--- src/rtl/uart_tx_if.sv ---
// Handshake and serial-line bundle for uart_tx: request/data in, line and status out.
interface uart_tx_if;
    logic       tx_start;
    logic [7:0] tx_data;
    logic       tx;
    logic       busy;
    logic       done;

    modport master (output tx_start, output tx_data, input tx, input busy, input done);
    modport slave  (input tx_start, input tx_data, output tx, output busy, output done);
endinterface

--- src/rtl/uart_tx.sv ---
// UART transmitter: start bit, 8 data bits LSB-first, optional even parity, one stop bit.
// Define UART_TX_PARITY_EN to compile in the parity bit (11-bit frame instead of 10).
module uart_tx #(
    parameter int CLKS_PER_BIT = 16,
    parameter int CNT_W        = 16
) (
    input  logic       clk,
    input  logic       n_rst,
    uart_tx_if.slave   bus
);

    localparam logic [2:0] IDLE   = 3'd0;
    localparam logic [2:0] START  = 3'd1;
    localparam logic [2:0] DATA   = 3'd2;
`ifdef UART_TX_PARITY_EN
    localparam logic [2:0] PARITY = 3'd3;
`endif
    localparam logic [2:0] STOP   = 3'd4;

    logic [2:0]       state;
    logic [CNT_W-1:0] cnt;
    logic [2:0]       bit_idx;
    logic [7:0]       shift_reg;
    logic             tx_q;
    logic             done_q;
    logic             bit_end;
    logic             load;
`ifdef UART_TX_PARITY_EN
    logic             parity_q;
`endif

    assign bit_end = (cnt == CNT_W'(CLKS_PER_BIT - 1));

    // The final stop-bit cycle also accepts a request, so held requests chain with no idle gap.
    assign load = bus.tx_start && ((state == IDLE) || ((state == STOP) && bit_end));

    always_ff @(posedge clk or posedge n_rst) begin
        if (n_rst) begin
            state     <= IDLE;
            cnt       <= '0;
            bit_idx   <= '0;
            shift_reg <= '0;
            tx_q      <= 1'b1;
            done_q    <= 1'b0;
`ifdef UART_TX_PARITY_EN
            parity_q  <= 1'b0;
`endif
        end else begin
            done_q <= (state == STOP) && bit_end;
            if (load) begin
                state     <= START;
                cnt       <= '0;
                bit_idx   <= '0;
                shift_reg <= bus.tx_data;
                tx_q      <= 1'b0;
`ifdef UART_TX_PARITY_EN
                parity_q  <= ^bus.tx_data;
`endif
            end else begin
                case (state)
                    IDLE: begin
                        tx_q <= 1'b1;
                        cnt  <= '0;
                    end
                    START: begin
                        if (bit_end) begin
                            cnt   <= '0;
                            state <= DATA;
                            tx_q  <= shift_reg[0];
                        end else begin
                            cnt <= cnt + 1'b1;
                        end
                    end
                    DATA: begin
                        if (bit_end) begin
                            cnt       <= '0;
                            bit_idx   <= bit_idx + 1'b1;
                            shift_reg <= {1'b0, shift_reg[7:1]};
                            if (bit_idx == 3'd7) begin
`ifdef UART_TX_PARITY_EN
                                state <= PARITY;
                                tx_q  <= parity_q;
`else
                                state <= STOP;
                                tx_q  <= 1'b1;
`endif
                            end else begin
                                tx_q <= shift_reg[1];
                            end
                        end else begin
                            cnt <= cnt + 1'b1;
                        end
                    end
`ifdef UART_TX_PARITY_EN
                    PARITY: begin
                        if (bit_end) begin
                            cnt   <= '0;
                            state <= STOP;
                            tx_q  <= 1'b1;
                        end else begin
                            cnt <= cnt + 1'b1;
                        end
                    end
`endif
                    STOP: begin
                        tx_q <= 1'b1;
                        if (bit_end) begin
                            cnt   <= '0;
                            state <= IDLE;
                        end else begin
                            cnt <= cnt + 1'b1;
                        end
                    end
                    default: begin
                        state <= IDLE;
                        cnt   <= '0;
                        tx_q  <= 1'b1;
                    end
                endcase
            end
        end
    end

    assign bus.tx   = tx_q;
    assign bus.busy = (state != IDLE);
    assign bus.done = done_q;

endmodule

--- src/flat_wrapper.sv ---
// flat-port wrapper written by rule: the top's interface ports become plain ports
module uart_tx_flat 
#(
    parameter int CLKS_PER_BIT = 16,
    parameter int CNT_W        = 16
)
  (clk, n_rst, bus_tx_start, bus_tx_data, bus_tx, bus_busy, bus_done);
  uart_tx_if bus_i ();
  input  logic clk;
  input  logic n_rst;
  input wire logic [$bits(bus_i.tx_start)-1:0] bus_tx_start;
  input wire logic [$bits(bus_i.tx_data)-1:0] bus_tx_data;
  output wire logic [$bits(bus_i.tx)-1:0] bus_tx;
  output wire logic [$bits(bus_i.busy)-1:0] bus_busy;
  output wire logic [$bits(bus_i.done)-1:0] bus_done;
  assign bus_i.tx_start = bus_tx_start;
  assign bus_i.tx_data = bus_tx_data;
  assign bus_tx = bus_i.tx;
  assign bus_busy = bus_i.busy;
  assign bus_done = bus_i.done;
  uart_tx #(.CLKS_PER_BIT(CLKS_PER_BIT), .CNT_W(CNT_W)) u_core (.clk(clk), .n_rst(n_rst), .bus(bus_i));
endmodule
--- config.mk ---
export PLATFORM = sky130hd
export DESIGN_NAME = uart_tx_flat
export DESIGN_NICKNAME = d
export VERILOG_FILES = /design/src/rtl/uart_tx_if.sv /design/src/rtl/uart_tx.sv /design/src/flat_wrapper.sv
export SDC_FILE = /design/constraint.sdc
export NUM_CORES = 1
export LEC_CHECK = 0
export ABC_CLOCK_PERIOD_IN_PS = 5700
export CAP_MARGIN = 20
export CORE_AREA = 2 2 68 70
export DETAILED_ROUTE_END_ITERATION = 16
export DIE_AREA = 0 0 70 72
export DONT_BUFFER_PORTS = 1
export GPL_TIMING_DRIVEN = 0
export SLEW_MARGIN = 10
export SYNTH_ARGS = -nofsm -noshare
export SYNTH_HDL_FRONTEND = slang
export SYNTH_SLANG_ARGS = --single-unit
--- constraint.sdc ---
create_clock -name clk -period 5.7 [get_ports clk]
set_input_delay 1.14 -clock clk [delete_from_list [all_inputs] [get_ports clk]]
set_output_delay 1.14 -clock clk [all_outputs]
set_load 0.1 [all_outputs]
After elaboration in Yosys (flattened, before gate mapping)
Index checks and enable logic that the tools add are counted.
- input bits: 11
- bits in writable memories: 0
- memories: 0
- word-level logic and storage cells: 49
- ROM bits: 0
- output and inout port bits: 3
- latch bits: 0
- flip-flop bits (word level): 32
- muxes and demuxes: 20
- bitwise logic cells: 0
- eq/ne operators: 10
- reduce and logical (&&, ||, !) cells: 11
- add/subtract/negate cells: 2
- order comparisons: 0
- div/mod/pow operators: 0
- shifts and indexed selects: 0
- $mul: 0
- operators by type and width (operator ; count):
    2-to-1 mux 16 bit ; 3
    2-to-1 mux 3 bit ; 8
    2-to-1 mux 8 bit ; 3
    adder 16 x 1 -> 16 bit (second input constant) ; 1
    == test 16 x 4 -> 1 bit (second input constant) ; 1
    inequality test 3 x 1 -> 1 bit (second input constant) ; 4
    one-hot mux 3 bit (4 select lines) ; 1
    == test 3 bit (second input constant) ; 2
    AND reduction 5 bit ; 1
    2-to-1 mux 1 bit ; 4
    AND reduction 2 bit ; 2
    nonzero test 2 bit ; 2
    adder 3 x 1 -> 3 bit (second input constant) ; 1
    == test 3 x 1 -> 1 bit (second input constant) ; 1
    == test 3 x 2 -> 1 bit (second input constant) ; 1
    logical NOT 3 bit ; 1
    nonzero test 3 bit ; 1
    OR reduction 3 bit ; 1
    logical AND 1 bit ; 2
    inequality test 2 x 1 -> 1 bit (second input constant) ; 1
    one-hot mux 1 bit (2 select lines) ; 1
    logical OR 1 bit ; 1

Depth between registers and ports, before layout
- depth in word-level cells: 6
- gate-level depth with buffers: 8
- mapped depth without buffers: 6

Worst setup path after synthesis
OpenSTA, ideal clock, no wires.
- path kind: flip-flop to output port
- from: reg u_core.state[2]
- to: out bus_busy
- slack: 3.153 ns
- path buffers: 1
- data arrival time: 1.407 ns
- cell stages (with the launch flop): 3
- data required time: 4.560 ns
- cell sequence: dfrtp_1 -> clkbuf_1 -> or3_1
- word-level cells in the longest chain between the ends: 1
- ends and longest elaborated chain (element ; line ; RTL):
    start, declared ; uart_tx.sv:20 ; logic [2:0] state;
    start signal, assigned ; uart_tx.sv:39 ; state <= IDLE;
    start signal, assigned ; uart_tx.sv:51 ; state <= START;
    start signal, assigned ; uart_tx.sv:68 ; state <= DATA;
    nonzero test 3 bit ; uart_tx.sv:125 ; assign bus.busy = (state != IDLE);
    end, declared ; flat_wrapper.sv:14 ; output wire logic [$bits(bus_i.busy)-1:0] bus_busy;
No other way between the ends.

Worst setup path after layout
Same ends and word-level chain as after synthesis.

==> results.py <==
metrics = {
    "run_status": {
        "status": "finished clean",
    },
    "sta": {
        "finalSetupViolCount": 0,
        "final_hold_viol_count": 0,
        "slew_violations": 0,
        "maxSlewHeadroom": 0.398,
        "min_period_over_period": 0.522,
        "rsz0062_at_grt": "false",
        "maxClockFrequency_mhz": 336,
        "fin_setup_tns_ns": 0,
        "whs_ns": 0.461,
        "worst_pin_slew_ns": 0.905,
        "period_minus_slack_ns": 2.98,
        "fin_worst_skew_ns": 0.0102,
    },
    "logic_synthesis": {
        "syn_avg_cell_area_um2": 10.5,
        "netlist_instances": 158,
        "yosysWarnings": 0,
        "synth-xor-area-share": 0.0792,
        "seq_area_frac_synth": 0.484,
        "synth_nets": 172,
        "synthAdderAreaFrac": 0.0226,
        "ys_seq_elements": 32,
        "synth.area.mux_share": 0.0121,
        "yosysUniqueCellTypes": 35,
        "synth-simple-area-share": 0.232,
        "synth_top_family_by_area": "simple AND/OR/NAND/NOR gates",
        "syn_area_mm2": 0.00166,
        "synth_compound_area_frac": 0.131,
    },
    "pwr": {
        "p_leak_nw": 0.859,
        "switching_share": 0.378,
        "p_per_area_mw_per_mm2": 423,
        "pwr-share-seq": 0.466,
        "combPwrFrac": 0.312,
        "ir_drop_mv": 0.155,
        "clkPwrFrac": 0.222,
        "p_sw_mw": 0.294,
        "p_int_mw": 0.484,
    },
    "place": {
        "place_congestion": 0.761,
        "dp_hpwl_um": 2130,
        "io_buffers": 0,
        "place_inst": 211,
    },
    "grt": {
        "grt_usage": 0.136,
        "grt_start_max_net_pins": 22,
        "grt_pass1_vias": 1192,
        "grt_pass1_wl_um": 5380,
        "antenna_found_initial": 0,
        "grt_overflow": 0,
    },
    "cts": {
        "h-tree-depth": 2,
        "cts_tree": "yes",
        "cts_num_sinks": 32,
        "clkTransAtPathRegs_ns": 0.07,
        "post_cts_buffers": 0,
        "holdBufCountCts": 0,
        "cts_resized": 0,
        "cts_root_buf": "clkbuf_8",
        "cts_made_buffers": 5,
        "cts_buffer_depth": 2,
        "clk_latency_ns": 0.29,
    },
    "hold_path": {
        "worstHoldPathType": "reg2reg",
    },
    "finish": {
        "fin_nets": 180,
        "largest_register_ffs": 16,
        "antenna-diode-count": 0,
        "stdcell_count": 219,
        "syn2layout_area_growth_pct": 10.9,
        "layout-drive-gt1-share": 0.186,
    },
    "critical_path": {
        "critPathLaunchType": "flop",
        "cp.depth": 2,
        "crit_type": "reg2out",
        "critical_path.max_fanout": 10,
        "reg2reg_from": "u_core.cnt[0]$_DFF_PP0_",
        "crit_buf_inv": 1,
        "worstPathArrival_ns": 1.84,
        "reg2reg_slack_ns": 3.74,
        "r2r_cells": 8,
        "cp_slowest_cell": "or3_1",
        "crit_family": "simple AND/OR/NAND/NOR gates",
        "reg2reg_to": "u_core.cnt[7]$_DFF_PP0_",
        "crit_end": "bus_busy",
        "crit_start": "u_core.state[2]$_DFFE_PP0P_",
        "cpPeakStageDelay_ns": 0.78,
        "cp.required_ns": 4.56,
        "cp-end-kind": "primary output",
        "critical_path.cell_chain": "clkbuf_1, or3_1",
    },
    "die": {
        "ios": 14,
        "core-area_mm2": 0.00426,
        "start_util": 0.389,
        "die_h_um": 72,
        "num_rows": 24,
        "die_w_um": 70,
        "die_area_mm2": 0.00504,
    },
    "run": {
        "cap_viol_max_count": 0,
    },
    "routing": {
        "totalWireLength_um": 2930,
        "dr.pass1.iters": 4,
        "drt_iter0_markers": 64,
        "drcViolationCount": 0,
        "via_per_inst": 5.10,
        "antenna_left": 0,
        "vias": 1116,
        "wl_per_cell_um": 13.4,
    },
}
==> cell type report <==
class | count | area (um^2)
timing repair buffer | 1 | 27.5
buffer | 8 | 50.0
clock buffer | 5 | 68.8
sequential | 32 | 802
multi-input combinational | 114 | 791
fill | 409 | 2430
clock inverter | 3 | 18.8
inverter | 4 | 15.0
tap | 52 | 65.1
==> layer usage <==
| layer | GRT usage | vias to the layer above | part of all wire |
|---|---|---|---|
| met1 | 0.171 | 539 | 0.50 |
| met4 | 0.0791 | 0 | 0.022 |
| met3 | 0.0486 | 7 | 0.039 |
| met5 | 0 | - | 0 |
| met2 | 0.204 | 14 | 0.44 |
| li1 | - | 556 | - |
==> cell usage in the layout, fill, tap and decap left out, types with 3 or more instances in the layout <==
| master | instances |
|---|---|
| nand3_1 | 6 |
| dfrtp_1 | 31 |
| ha_1 | 3 |
| nor2_1 | 29 |
| buf_2 | 4 |
| a21oi_1 | 8 |
| nor3_1 | 5 |
| nand2_1 | 5 |
| inv_1 | 4 |
| a22o_2 | 7 |
| a21o_1 | 7 |
| nor4_4 | 3 |
| and3_1 | 3 |
| nand2b_1 | 6 |
| xnor2_1 | 14 |
| clkbuf_8 | 5 |
==> worst min-delay path by stage <==
| stage | start | endpoint | slack [ns] | cells past startpoint |
|---|---|---|---|---|
| floorplan | u_core.cnt[0]$_DFF_PP0_ | u_core.cnt[0]$_DFF_PP0_ | 0.42 | 1 |
| global placement | u_core.cnt[0]$_DFF_PP0_ | u_core.cnt[0]$_DFF_PP0_ | 0.44 | 1 |
| detailed placement | u_core.cnt[0]$_DFF_PP0_ | u_core.cnt[0]$_DFF_PP0_ | 0.46 | 1 |
| CTS | u_core.cnt[0]$_DFF_PP0_ | u_core.cnt[0]$_DFF_PP0_ | 0.47 | 1 |
| global route | u_core.cnt[0]$_DFF_PP0_ | u_core.cnt[0]$_DFF_PP0_ | 0.47 | 1 |
| finish | u_core.cnt[0]$_DFF_PP0_ | u_core.cnt[0]$_DFF_PP0_ | 0.46 | 1 |
==> synthesized netlist by cell type <==
| master | count | area (um^2) |
|---|---|---|
| a211o_1 | 1 | 8.76 |
| a211oi_4 | 1 | 20.0 |
| a21o_1 | 7 | 52.6 |
| a21oi_1 | 8 | 40.0 |
| a22o_2 | 7 | 70.1 |
| and3_1 | 3 | 18.8 |
| and4_1 | 1 | 8.76 |
| and4_2 | 1 | 10.0 |
| buf_2 | 4 | 20.0 |
| buf_4 | 2 | 15.0 |
| buf_6 | 1 | 11.3 |
| clkbuf_1 | 1 | 3.75 |
| dfrtp_1 | 31 | 776 |
| dfstp_2 | 1 | 26.3 |
| ha_1 | 3 | 37.5 |
| inv_1 | 4 | 15.0 |
| mux2i_1 | 2 | 20.0 |
| nand2_1 | 5 | 18.8 |
| nand2b_1 | 6 | 37.5 |
| nand3_1 | 6 | 30.0 |
| nand3b_1 | 1 | 7.51 |
| nand4_1 | 1 | 6.26 |
| nand4_4 | 1 | 21.3 |
| nor2_1 | 29 | 109 |
| nor2b_1 | 1 | 6.26 |
| nor3_1 | 5 | 25.0 |
| nor3_2 | 1 | 10.0 |
| nor4_4 | 3 | 63.8 |
| o211ai_1 | 1 | 7.51 |
| o21ai_0 | 2 | 10.0 |
| o21bai_1 | 1 | 7.51 |
| or2_1 | 1 | 6.26 |
| or3_1 | 1 | 6.26 |
| xnor2_1 | 14 | 123 |
| xor2_1 | 1 | 8.76 |
==> metrics by stage <==
stage / power, mW / instance area, um^2 / utilization / setup WS [ns]
floorplan: 0.562 / 1660 / - / 3.15
global placement: 0.600 / 1720 / 0.404 / 3.05
detailed placement: 0.611 / 1750 / 0.411 / 3.04
CTS: 0.787 / 1840 / 0.431 / 2.71
global route: 0.832 / 1840 / 0.431 / 2.61
finish: 0.778 / 1840 / 0.431 / 2.72
==> power by group through the flow <==
stage          sequential (mW)  combinational (mW)  clock (mW)
5_1_grt                  0.370               0.276       0.186
3_3_place_gp             0.364               0.237           0
2_1_floorplan            0.354               0.208           0
6_report                 0.363               0.243       0.173
3_5_place_dp             0.366               0.245           0
4_1_cts                  0.363               0.247       0.176
==> kinds of logic (layout without fill, tap and decap cells) <==
logic type / Yosys count / count (layout)
simple gates: 66 / 66
flops: 32 / 32
compound gates: 28 / 28
xor+xnor: 15 / 15
buf+inv: 12 / 21
fa+ha+maj: 3 / 3
mux: 2 / 2
Power figures use the tool's default switching activity.
